$ cat src/rtl/iref_setup_pkg.sv
// Shared definitions for the reference-current setup controller.
//   state_t        : FSM state encoding (also exported on the debug port)
//   BUS_WIDTH_DEF  : default width of the reference-current code
package iref_setup_pkg;

  localparam int BUS_WIDTH_DEF = 10;

  typedef enum logic [2:0] {
    S_IDLE   = 3'd0,
    S_LOAD   = 3'd1,
    S_SETTLE = 3'd2,
    S_EVAL   = 3'd3,
    S_DONE   = 3'd4,
    S_FAIL   = 3'd5
  } state_t;

endpackage

$ cat src/rtl/iref_setup_ctrl_settle_timer.sv
// settle_timer: loadable down-counter used to hold each DAC code stable
// before the comparator is sampled.
//   clk, rst    : clock, synchronous active-high reset (count -> 0)
//   load        : load count with load_value (wins over dec)
//   dec         : decrement by one; saturates at zero
//   load_value  : reload value
//   zero        : count is zero
module settle_timer #(
  parameter int W = 2
) (
  input  logic         clk,
  input  logic         rst,
  input  logic         load,
  input  logic         dec,
  input  logic [W-1:0] load_value,
  output logic         zero
);

  logic [W-1:0] count;

  always_ff @(posedge clk) begin
    if (rst) begin
      count <= '0;
    end else if (load) begin
      count <= load_value;
    end else if (dec && (count != '0)) begin
      count <= count - 1'b1;
    end
  end

  assign zero = (count == '0);

endmodule

$ cat src/rtl/iref_setup_ctrl.sv
// iref_setup_ctrl: sweeps a reference-current DAC code downward from full
// scale until the comparator reports the current is no longer above target.
//   clk, rst     : clock, synchronous active-high reset
//   start        : pulse; begins a sweep from IDLE, DONE or FAIL
//   abort        : level; returns to IDLE from any state (below rst only)
//   comp_hi      : comparator, 1 = measured current above target
//   i_ref_setup  : registered DAC code
//   completed    : registered; final code found and held
//   busy         : registered; high in LOAD, SETTLE, EVAL
//   fail         : registered; code reached zero without the comparator tripping
//   fsm_state    : registered FSM state, for observation
// Handshake: start is a single-cycle request that is only accepted in IDLE,
// DONE or FAIL; while busy=1 it is dropped with no effect.
module iref_setup_ctrl
  import iref_setup_pkg::*;
#(
  parameter int BUS_WIDTH     = BUS_WIDTH_DEF,
  parameter int STEP          = 1,
  parameter int SETTLE_CYCLES = 4
) (
  input  logic                 clk,
  input  logic                 rst,
  input  logic                 start,
  input  logic                 abort,
  input  logic                 comp_hi,
  output logic [BUS_WIDTH-1:0] i_ref_setup,
  output logic                 completed,
  output logic                 busy,
  output logic                 fail,
  output logic [2:0]           fsm_state
);

  // SETTLE_CYCLES-1 is the largest value the timer ever holds.
  localparam int CNT_W = (SETTLE_CYCLES > 1) ? $clog2(SETTLE_CYCLES) : 1;
  localparam logic [CNT_W-1:0]     RELOAD    = CNT_W'(SETTLE_CYCLES - 1);
  localparam logic [BUS_WIDTH-1:0] CODE_MAX  = '1;
  localparam logic [BUS_WIDTH-1:0] STEP_CODE = BUS_WIDTH'(STEP);

  state_t state;
  logic   timer_load;
  logic   timer_dec;
  logic   timer_zero;
  logic   can_step;

  assign can_step = (i_ref_setup >= STEP_CODE);

  // Timer is reloaded on entry to every SETTLE phase; abort freezes it.
  assign timer_load = !abort && ((state == S_LOAD) ||
                                 ((state == S_EVAL) && comp_hi && can_step));
  assign timer_dec  = !abort && (state == S_SETTLE) && !timer_zero;

  settle_timer #(.W(CNT_W)) u_timer (
    .clk        (clk),
    .rst        (rst),
    .load       (timer_load),
    .dec        (timer_dec),
    .load_value (RELOAD),
    .zero       (timer_zero)
  );

  always_ff @(posedge clk) begin
    if (rst) begin
      state       <= S_IDLE;
      i_ref_setup <= CODE_MAX;
      completed   <= 1'b0;
      busy        <= 1'b0;
      fail        <= 1'b0;
    end else if (abort) begin
      // Code is deliberately left where the sweep stopped.
      state     <= S_IDLE;
      completed <= 1'b0;
      busy      <= 1'b0;
      fail      <= 1'b0;
    end else begin
      case (state)
        S_IDLE: begin
          if (start) begin
            state <= S_LOAD;
            busy  <= 1'b1;
          end
        end
        S_LOAD: begin
          i_ref_setup <= CODE_MAX;
          state       <= S_SETTLE;
        end
        S_SETTLE: begin
          if (timer_zero) state <= S_EVAL;
        end
        S_EVAL: begin
          if (!comp_hi) begin
            state     <= S_DONE;
            completed <= 1'b1;
            busy      <= 1'b0;
          end else if (can_step) begin
            i_ref_setup <= i_ref_setup - STEP_CODE;
            state       <= S_SETTLE;
          end else begin
            // Clamp at zero instead of wrapping to full scale.
            i_ref_setup <= '0;
            fail        <= 1'b1;
            busy        <= 1'b0;
            state       <= S_FAIL;
          end
        end
        S_DONE, S_FAIL: begin
          if (start) begin
            state     <= S_LOAD;
            busy      <= 1'b1;
            completed <= 1'b0;
            fail      <= 1'b0;
          end
        end
        default: begin
          state <= S_IDLE;
          busy  <= 1'b0;
        end
      endcase
    end
  end

  assign fsm_state = state;

endmodule

$ cat config.mk
export PLATFORM = sky130hd
export DESIGN_NAME = iref_setup_ctrl
export DESIGN_NICKNAME = d
export VERILOG_FILES = /design/src/rtl/iref_setup_pkg.sv /design/src/rtl/iref_setup_ctrl_settle_timer.sv /design/src/rtl/iref_setup_ctrl.sv
export SDC_FILE = /design/constraint.sdc
export NUM_CORES = 1
export LEC_CHECK = 0
export CORE_MARGIN = 1.5
export CORE_UTILIZATION = 53
export CTS_BUF_LIST = sky130_fd_sc_hd__clkbuf_4 sky130_fd_sc_hd__clkbuf_8 sky130_fd_sc_hd__clkbuf_16
export DETAILED_ROUTE_END_ITERATION = 8
export PLACE_DENSITY = 0.79
export SETUP_SLACK_MARGIN = 0.5
export SYNTH_ARGS = -nofsm -noshare
export SYNTH_HDL_FRONTEND = slang
export SYNTH_SLANG_ARGS = --single-unit
$ cat constraint.sdc
create_clock -name clk -period 7.2 [get_ports clk]
set_clock_uncertainty 0.15 [all_clocks]
set_input_delay 1.44 -clock clk [delete_from_list [all_inputs] [get_ports clk]]
set_output_delay 1.44 -clock clk [all_outputs]
set_load 0.005 [all_outputs]
==> summary.md, run 1 <==
| Metric | Value |
|---|---|
| Status | completed |
| Clock Path Buffers | 2 |
| Clk sinks | 18 |
| Die Span Y | 46.6 um |
| Synth Area in XOR/XNOR | 0% |
| Ys Warns | 0 |
| Reg power frac | between 60% and 70% |
| Nets | approximately 150 |
| P_leak | around 0.4 nW |
| Crit-path cells | clkdlybuf4s50_1, nor3b_1, o21ai_2, or4_2, a221o_1 |
| RSZ-0062 raised after global routing | no |
| Reg clk slew, reported paths | around 90 ps |
| CP max-delay cell | clkdlybuf4s50_1 |
| CP arrival | 3470 ps |
| Later-pin clock latency in the skew report | 290 ps |
| Met2 Use GR | about 33% |
| Avg WL per Cell | 14.1 um |
| R2R cell count | 6 |
| Mux cell area share after synthesis | under 10% |
| GR Layer Usage met1 | 34.2% |
| WHS Endpoint | fail |
| Syn_nets | approximately 130 |
| Met3 Use GR | 6.67% |
| TritonCTS buffer count | 3 |
| RR Startpoint | i_ref_setup[0] |
| Crit Reg-Reg Endpoint | i_ref_setup[2] |
| Tmin final | roughly 3400 ps |
| CTS tree | built |
| Largest net degree at the start of global routing | 15 |
| First-pass GRT wire length | 3660 um |
| Final Setup Violations | 0 |
| GRT Total Usage | between 20% and 30% |
| Slew margin rel. | between 50 and 60% |
| Sequential area share after synthesis | a little over a third |
| Post-Layout Cell Count | 160 |
| Diode count | 0 |
| Cts hold-fix bufs | 0 |
| Syn avg cell area | 8.55 um2 |
| Layout cell share with drive strength beyond 1 | under 10% |
| R2R Setup Slk | 4480 ps |
| Clock root buffer | clkbuf_4 |
| Mapped Cells | 118 |
| Ys flop type | dfxtp_1 |
| Sw Share | a little under a quarter |
| FMAX | 291 MHz |
| Synthesized-area fraction occupied by adder cells | 3.72% |
| Main combinational cell family by area after synthesis | simple AND/OR/NAND/NOR gates |
| Critical Path End Type | flop |
| CORE AREA | around 1800 um2 |
| TNS Setup | 0 ps |
| CTS resizes | 0 |
| Congestion Overflow GR | 0 |
| Register bit total from synthesis | 18 |
| Critical path class | input port to flop |
| Initial antenna violation count | 0 |
| WP depth | 5 |
| Comb pwr share | 10.5% |
| H-tree Lvls | 1 |
| Vias in the first global route | approximately 820 |
| Startpoint types | input port |
| Vias/cell | 6.23 |
| GP Congestion | between 0.8 and 0.9 |
| Initial DRC Count | 34 |
| Pins Over Slew Limit | 0 |
| Clk pwr share | 28.6% |
| Number of flops mapped to enable cells by yosys | 0 |
| Post-Synth Simple-Gate Area | 27.4% |
| Commonest non-fill, non-tap cells in the layout | clkdlybuf4s50_1 (20), dfxtp_1 (18), nand2_1 (9) |
| Netlist cell types | 39 |
| Commonest non-fill, non-tap cell in the layout | clkdlybuf4s50_1 |
| Asr flop ratio synth | 0% |
| Die area | roughly 2200 um2 |
| Final Hold Fails | 0 |
| Die Wd | between 40 and 50 um |
| Worst Path Max Fanout | 9 |
| Routed vias | 996 |
| Mapped cell area | between 1000 and 1500 um2 |
| Initial core utilization | between 50% and 60% |
| WP data required | about 7200 ps |
| Worst hold path depth | 2 |
| Synth Area in Compound Gates | between 20% and 30% |
| Int Pwr | about 0.13 mW |
| Setup Fix Bufs, Post-CTS | 0 |
| Tcrit/Tclk final | 47.8% |
| Port-buffer cells | 20 |
| Drt pass-1 iters | 4 |
| # fillers | around 170 |
| Post-DP HPWL | between 1500 and 2000 um |
| Post-Place Cells | 157 |
| Max-cap violations | 0 |
| Most Crowded Layer GR | met1 |
| Bufs and invs on worst path | 1 |
| Tightest Pin Transition | just under 700 ps |
| DRC viols | 0 |
| Final ANT Viol Nets | 0 |
| Largest delay contributor family on the critical path | simple AND/OR/NAND/NOR gates |
| Hold Startpoint | fail |
| WL final | around 2300 um |
| # IOs | 21 |
| Slowest cell delay on critical path | around 560 ps |
| Power Density | between 100 and 150 nW/um2 |
| Max IR drop VDD | just under 0.1 mV |
| Synth-to-layout area growth | 22.0% |
| Standard-cell rows | 15 |
| Switch Pwr | 0.0407 mW |
| Hold Crit Class | flop to flop |
[through the flow]
| stage | power [mW] | hold slack, ps | setup slack (ps) | instance area (um2) | util (%) |
|---|---|---|---|---|---|
| after global placement | 0.123 | 293 | 3540 | 1210 | 68.4 |
| after floorplan | 0.116 | 290 | 4020 | 1010 | - |
| after detailed placement | 0.123 | 289 | 3510 | 1210 | 68.4 |
| final | 0.170 | 296 | 3760 | 1230 | 69.7 |
| after global routing | 0.179 | 354 | 3670 | 1230 | 69.7 |
| after CTS | 0.172 | 301 | 3800 | 1230 | 69.7 |
[cell usage after synthesis, drive strengths merged, types with 2 or more instances]
cell,count,area [um2]
nand3,5,25.0
a221o,8,81.3
clkbuf,3,11.3
nor2b,2,12.5
ha,3,37.5
nor2,6,22.5
nor3b,2,15.0
dfxtp,18,360
nand2,9,33.8
or4,4,31.3
a21oi,7,35.0
nor3,3,15.0
buf,3,21.3
inv,8,30.0
o21a,2,15.0
nand3b,3,22.5
o31ai,2,15.0
o21ai,7,38.8
or3,7,46.3
or3b,2,17.5
[logic make-up after synthesis]
group,count (synthesis)
buffers and inverters,14
DFF,18
muxes,1
AOI/OAI and AO/OA,35
and+or+nand+nor,47
adders and majority gates,3
[worst max-delay path by stage]
stage          slack, ps        endpoint  startpoint
2_1_floorplan       4020  i_ref_setup[3]       abort
3_5_place_dp        3510  i_ref_setup[3]       abort
4_1_cts             3800  i_ref_setup[3]       abort
3_3_place_gp        3540  i_ref_setup[3]       abort
6_report            3760  i_ref_setup[3]       abort
5_1_grt             3670  i_ref_setup[3]       abort
[power by group through the flow]
stage               combinational [mW]  clock (mW)  sequential [mW]
finish                          0.0178      0.0487            0.104
global route                    0.0194      0.0554            0.104
CTS                             0.0176      0.0505            0.104
detailed placement              0.0175           0            0.106
global placement                0.0172           0            0.106
floorplan                       0.0108           0            0.105
[registers in the layout, indices dropped and copies added (netlist names)]
name and cells:
i_ref_setup 10, u_timer.count 2, fail 1, fsm_state 3
completed 1, busy 1
[metal layers]
metal	routed length (um)	part of all wire [%]
met1	1060	47
met2	1010	45
met3	165	7.3
met4	20	0.88
met5	0	0
[worst reg2reg max path, cell delays in order, from the launching register on]
cell     delay (ps)
dfxtp_1         380
inv_1            80
ha_1            180
or4b_4          480
nor3_1          590
a21oi_1         330
a221o_2         420
[final cells by class]
class                           instances  area, um2  area share, %
Clock buffer                            3       22.5           1.83
Inverter                                8       30.0           2.44
Multi-Input combinational cell         86        586           47.6
Sequential cell                        18        360           29.3
Tap cell                               25       31.3           2.54
Timing Repair Buffer                   20        200           16.3
(Power assumes the default switching activity.)
==> inputs of run 2 (changes only) <==
Settings changed: CORE_UTILIZATION 53 to 49, PLACE_DENSITY 0.79 to 0.74.
Clock period 7.2 ns to 3.2 ns, I/O delays scaled along.
==> run 2 against run 1 <==
Design area rose by 1.4%. Via count is 1.7% lower. Core utilization decreased by 5.5 points. Largest cell class unchanged. Highest routed layer unchanged. Global-route usage down 1.0 points. Largest power group unchanged.
==> summary.md, run 2 (same netlist as run 1, synthesis figures left out) <==
| Metric | Value |
|---|---|
| Status | completed (unchanged) |
| Final Setup Violations | 0 (unchanged) |
| WP data required | 3240 ps (was 7230 ps) |
| Max IR drop VDD | 0.213 mV (was 0.0982 mV) |
| Layout cell share with drive strength beyond 1 | 10.2% (was 8.89%) |
| Tmin final | 2540 ps |
| Vias in the first global route | 904 (was 817) |
| Vias/cell | 5.97 (was 6.23) |
| Critical Path End Type | flop (unchanged) |
| First-pass GRT wire length | 4230 um (was 3660 um) |
| Routed vias | 979 (was 996) |
| P_leak | 0.415 nW (was 0.404 nW) |
| Commonest non-fill, non-tap cell in the layout | clkdlybuf4s50_1 (unchanged) |
| Later-pin clock latency in the skew report | 290 ps (about the same) |
| FMAX | 393 MHz |
| Nets | 147 (was 145) |
| TritonCTS buffer count | 3 (unchanged) |
| Avg WL per Cell | 15.1 um (was 14.1 um) |
| Drt pass-1 iters | 4 (unchanged) |
| Post-DP HPWL | 1780 um (was 1600 um) |
| TNS Setup | 0 ps (unchanged) |
| Startpoint types | flop (was input port) |
| Die Wd | 48.4 um (was 46.6 um) |
| Final ANT Viol Nets | 0 (unchanged) |
| Critical path class | flop to flop (was input port to flop) |
| Setup Fix Bufs, Post-CTS | 0 (unchanged) |
| Tcrit/Tclk final | approximately four fifths |
| Standard-cell rows | 16 (was 15) |
| Hold Crit Class | flop to flop (unchanged) |
| GRT Total Usage | 22.5% (was 23.5%) |
| Cts hold-fix bufs | 0 (unchanged) |
| Initial antenna violation count | 0 (unchanged) |
| Tightest Pin Transition | 630 ps (was 680 ps) |
| Clk sinks | 18 (unchanged) |
| Max-cap violations | 0 (unchanged) |
| RSZ-0062 raised after global routing | no (unchanged) |
| Post-Layout Cell Count | 164 (was 160) |
| Largest net degree at the start of global routing | 15 (unchanged) |
| Pins Over Slew Limit | 0 (unchanged) |
| Die Span Y | 48.4 um (was 46.6 um) |
| Fin util | 64.2% (was 69.7%) |
| Slew margin rel. | 58.0% (was 54.3%) |
| H-tree Lvls | 1 (unchanged) |
| Clock root buffer | clkbuf_4 (unchanged) |
| Diode count | 0 (unchanged) |
| DRC viols | 0 (unchanged) |
| Worst Path Max Fanout | 7 (was 9) |
| # IOs | 21 (unchanged) |
| CTS tree | built (unchanged) |
| Final Hold Fails | 0 (unchanged) |
| Synth-to-layout area growth | 23.7% (was 22.0%) |
| Max reg flops | 10 (unchanged) |
| Commonest non-fill, non-tap cells in the layout | clkdlybuf4s50_1 (20), dfxtp_1 (18), nand2_1 (9) (unchanged) |
| Initial core utilization | 51.9% (was 57.2%) |
| CORE AREA | 1940 um2 (was 1760 um2) |
| Tot Pwr | 0.389 mW (was 0.170 mW) |
| Post-Place Cells | 161 (was 157) |
| Power Density | 312 nW/um2 (was 138 nW/um2) |
| Port-buffer cells | 20 (unchanged) |
| Congestion Overflow GR | 0 (unchanged) |
| Clock Path Buffers | 2 (unchanged) |
| Initial DRC Count | 14 (was 34) |
| Reg clk slew, reported paths | 110 ps (was 90 ps) |
| CTS resizes | 0 (unchanged) |
| CP arrival | 2580 ps (was 3470 ps) |
| Largest Register | i_ref_setup (unchanged) |
| GP Congestion | 0.842 (was 0.855) |
| Die area | 2340 um2 (was 2170 um2) |
| WL final | 2470 um (was 2260 um) |
## run 2: cell count changes in the layout (fill, tap and decap cells not counted)
| cell | previous run | this run |
|---|---|---|
| buf_4 | 0 | 2 |
## run 2: critical path, cell delays in order, from the launching register on
cell and delay (ps):
dfxtp_1 380, inv_1 80, ha_1 210, or4b_4 500
or4_1 640, a21o_1 210, a221o_1 280
## run 2: worst paths after layout
| kind | start | endpoint | slack [ps] | cells past startpoint |
|---|---|---|---|---|
| worst max-delay path | i_ref_setup[0] | i_ref_setup[9] | 660 | 6 |
| worst min-delay path | fail | fail | 310 | 2 |
| worst min register to register | fail | fail | 310 | 2 |
| worst max register to register | i_ref_setup[0] | i_ref_setup[9] | 660 | 6 |
## run 2: area by class of cell
type	count	area, um2
multi-input cells	86	586
flip-flops and latches	18	360
well taps	27	33.8
repair buffers	22	215
clock buffers	3	22.5
fillers	194	694
inverters	8	30.0
## run 2: power breakdown
part / internal (mW) / switching [mW]
Sequential: 0.228 / 0.00503
Combinational: 0.0203 / 0.0212
Clock: 0.0438 / 0.0711
Total: 0.292 / 0.0974
## run 2: routing by layer
layer  global-route usage, %  vias up  wire (um)
li1                        -      486          -
met1                    30.1      465       1170
met2                    37.7       24       1170
met3                    2.78        4        106
met4                    7.62        0         25
met5                       0        -          0
## run 2: metrics by stage
step           setup WS [ps]  hold WS, ps  cell area (um2)
6_report                 655          305             1250
5_1_grt                  527          331             1250
4_1_cts                  666          306             1250
3_5_place_dp             403          288             1220
3_3_place_gp             481          288             1220
2_1_floorplan            821          290             1010
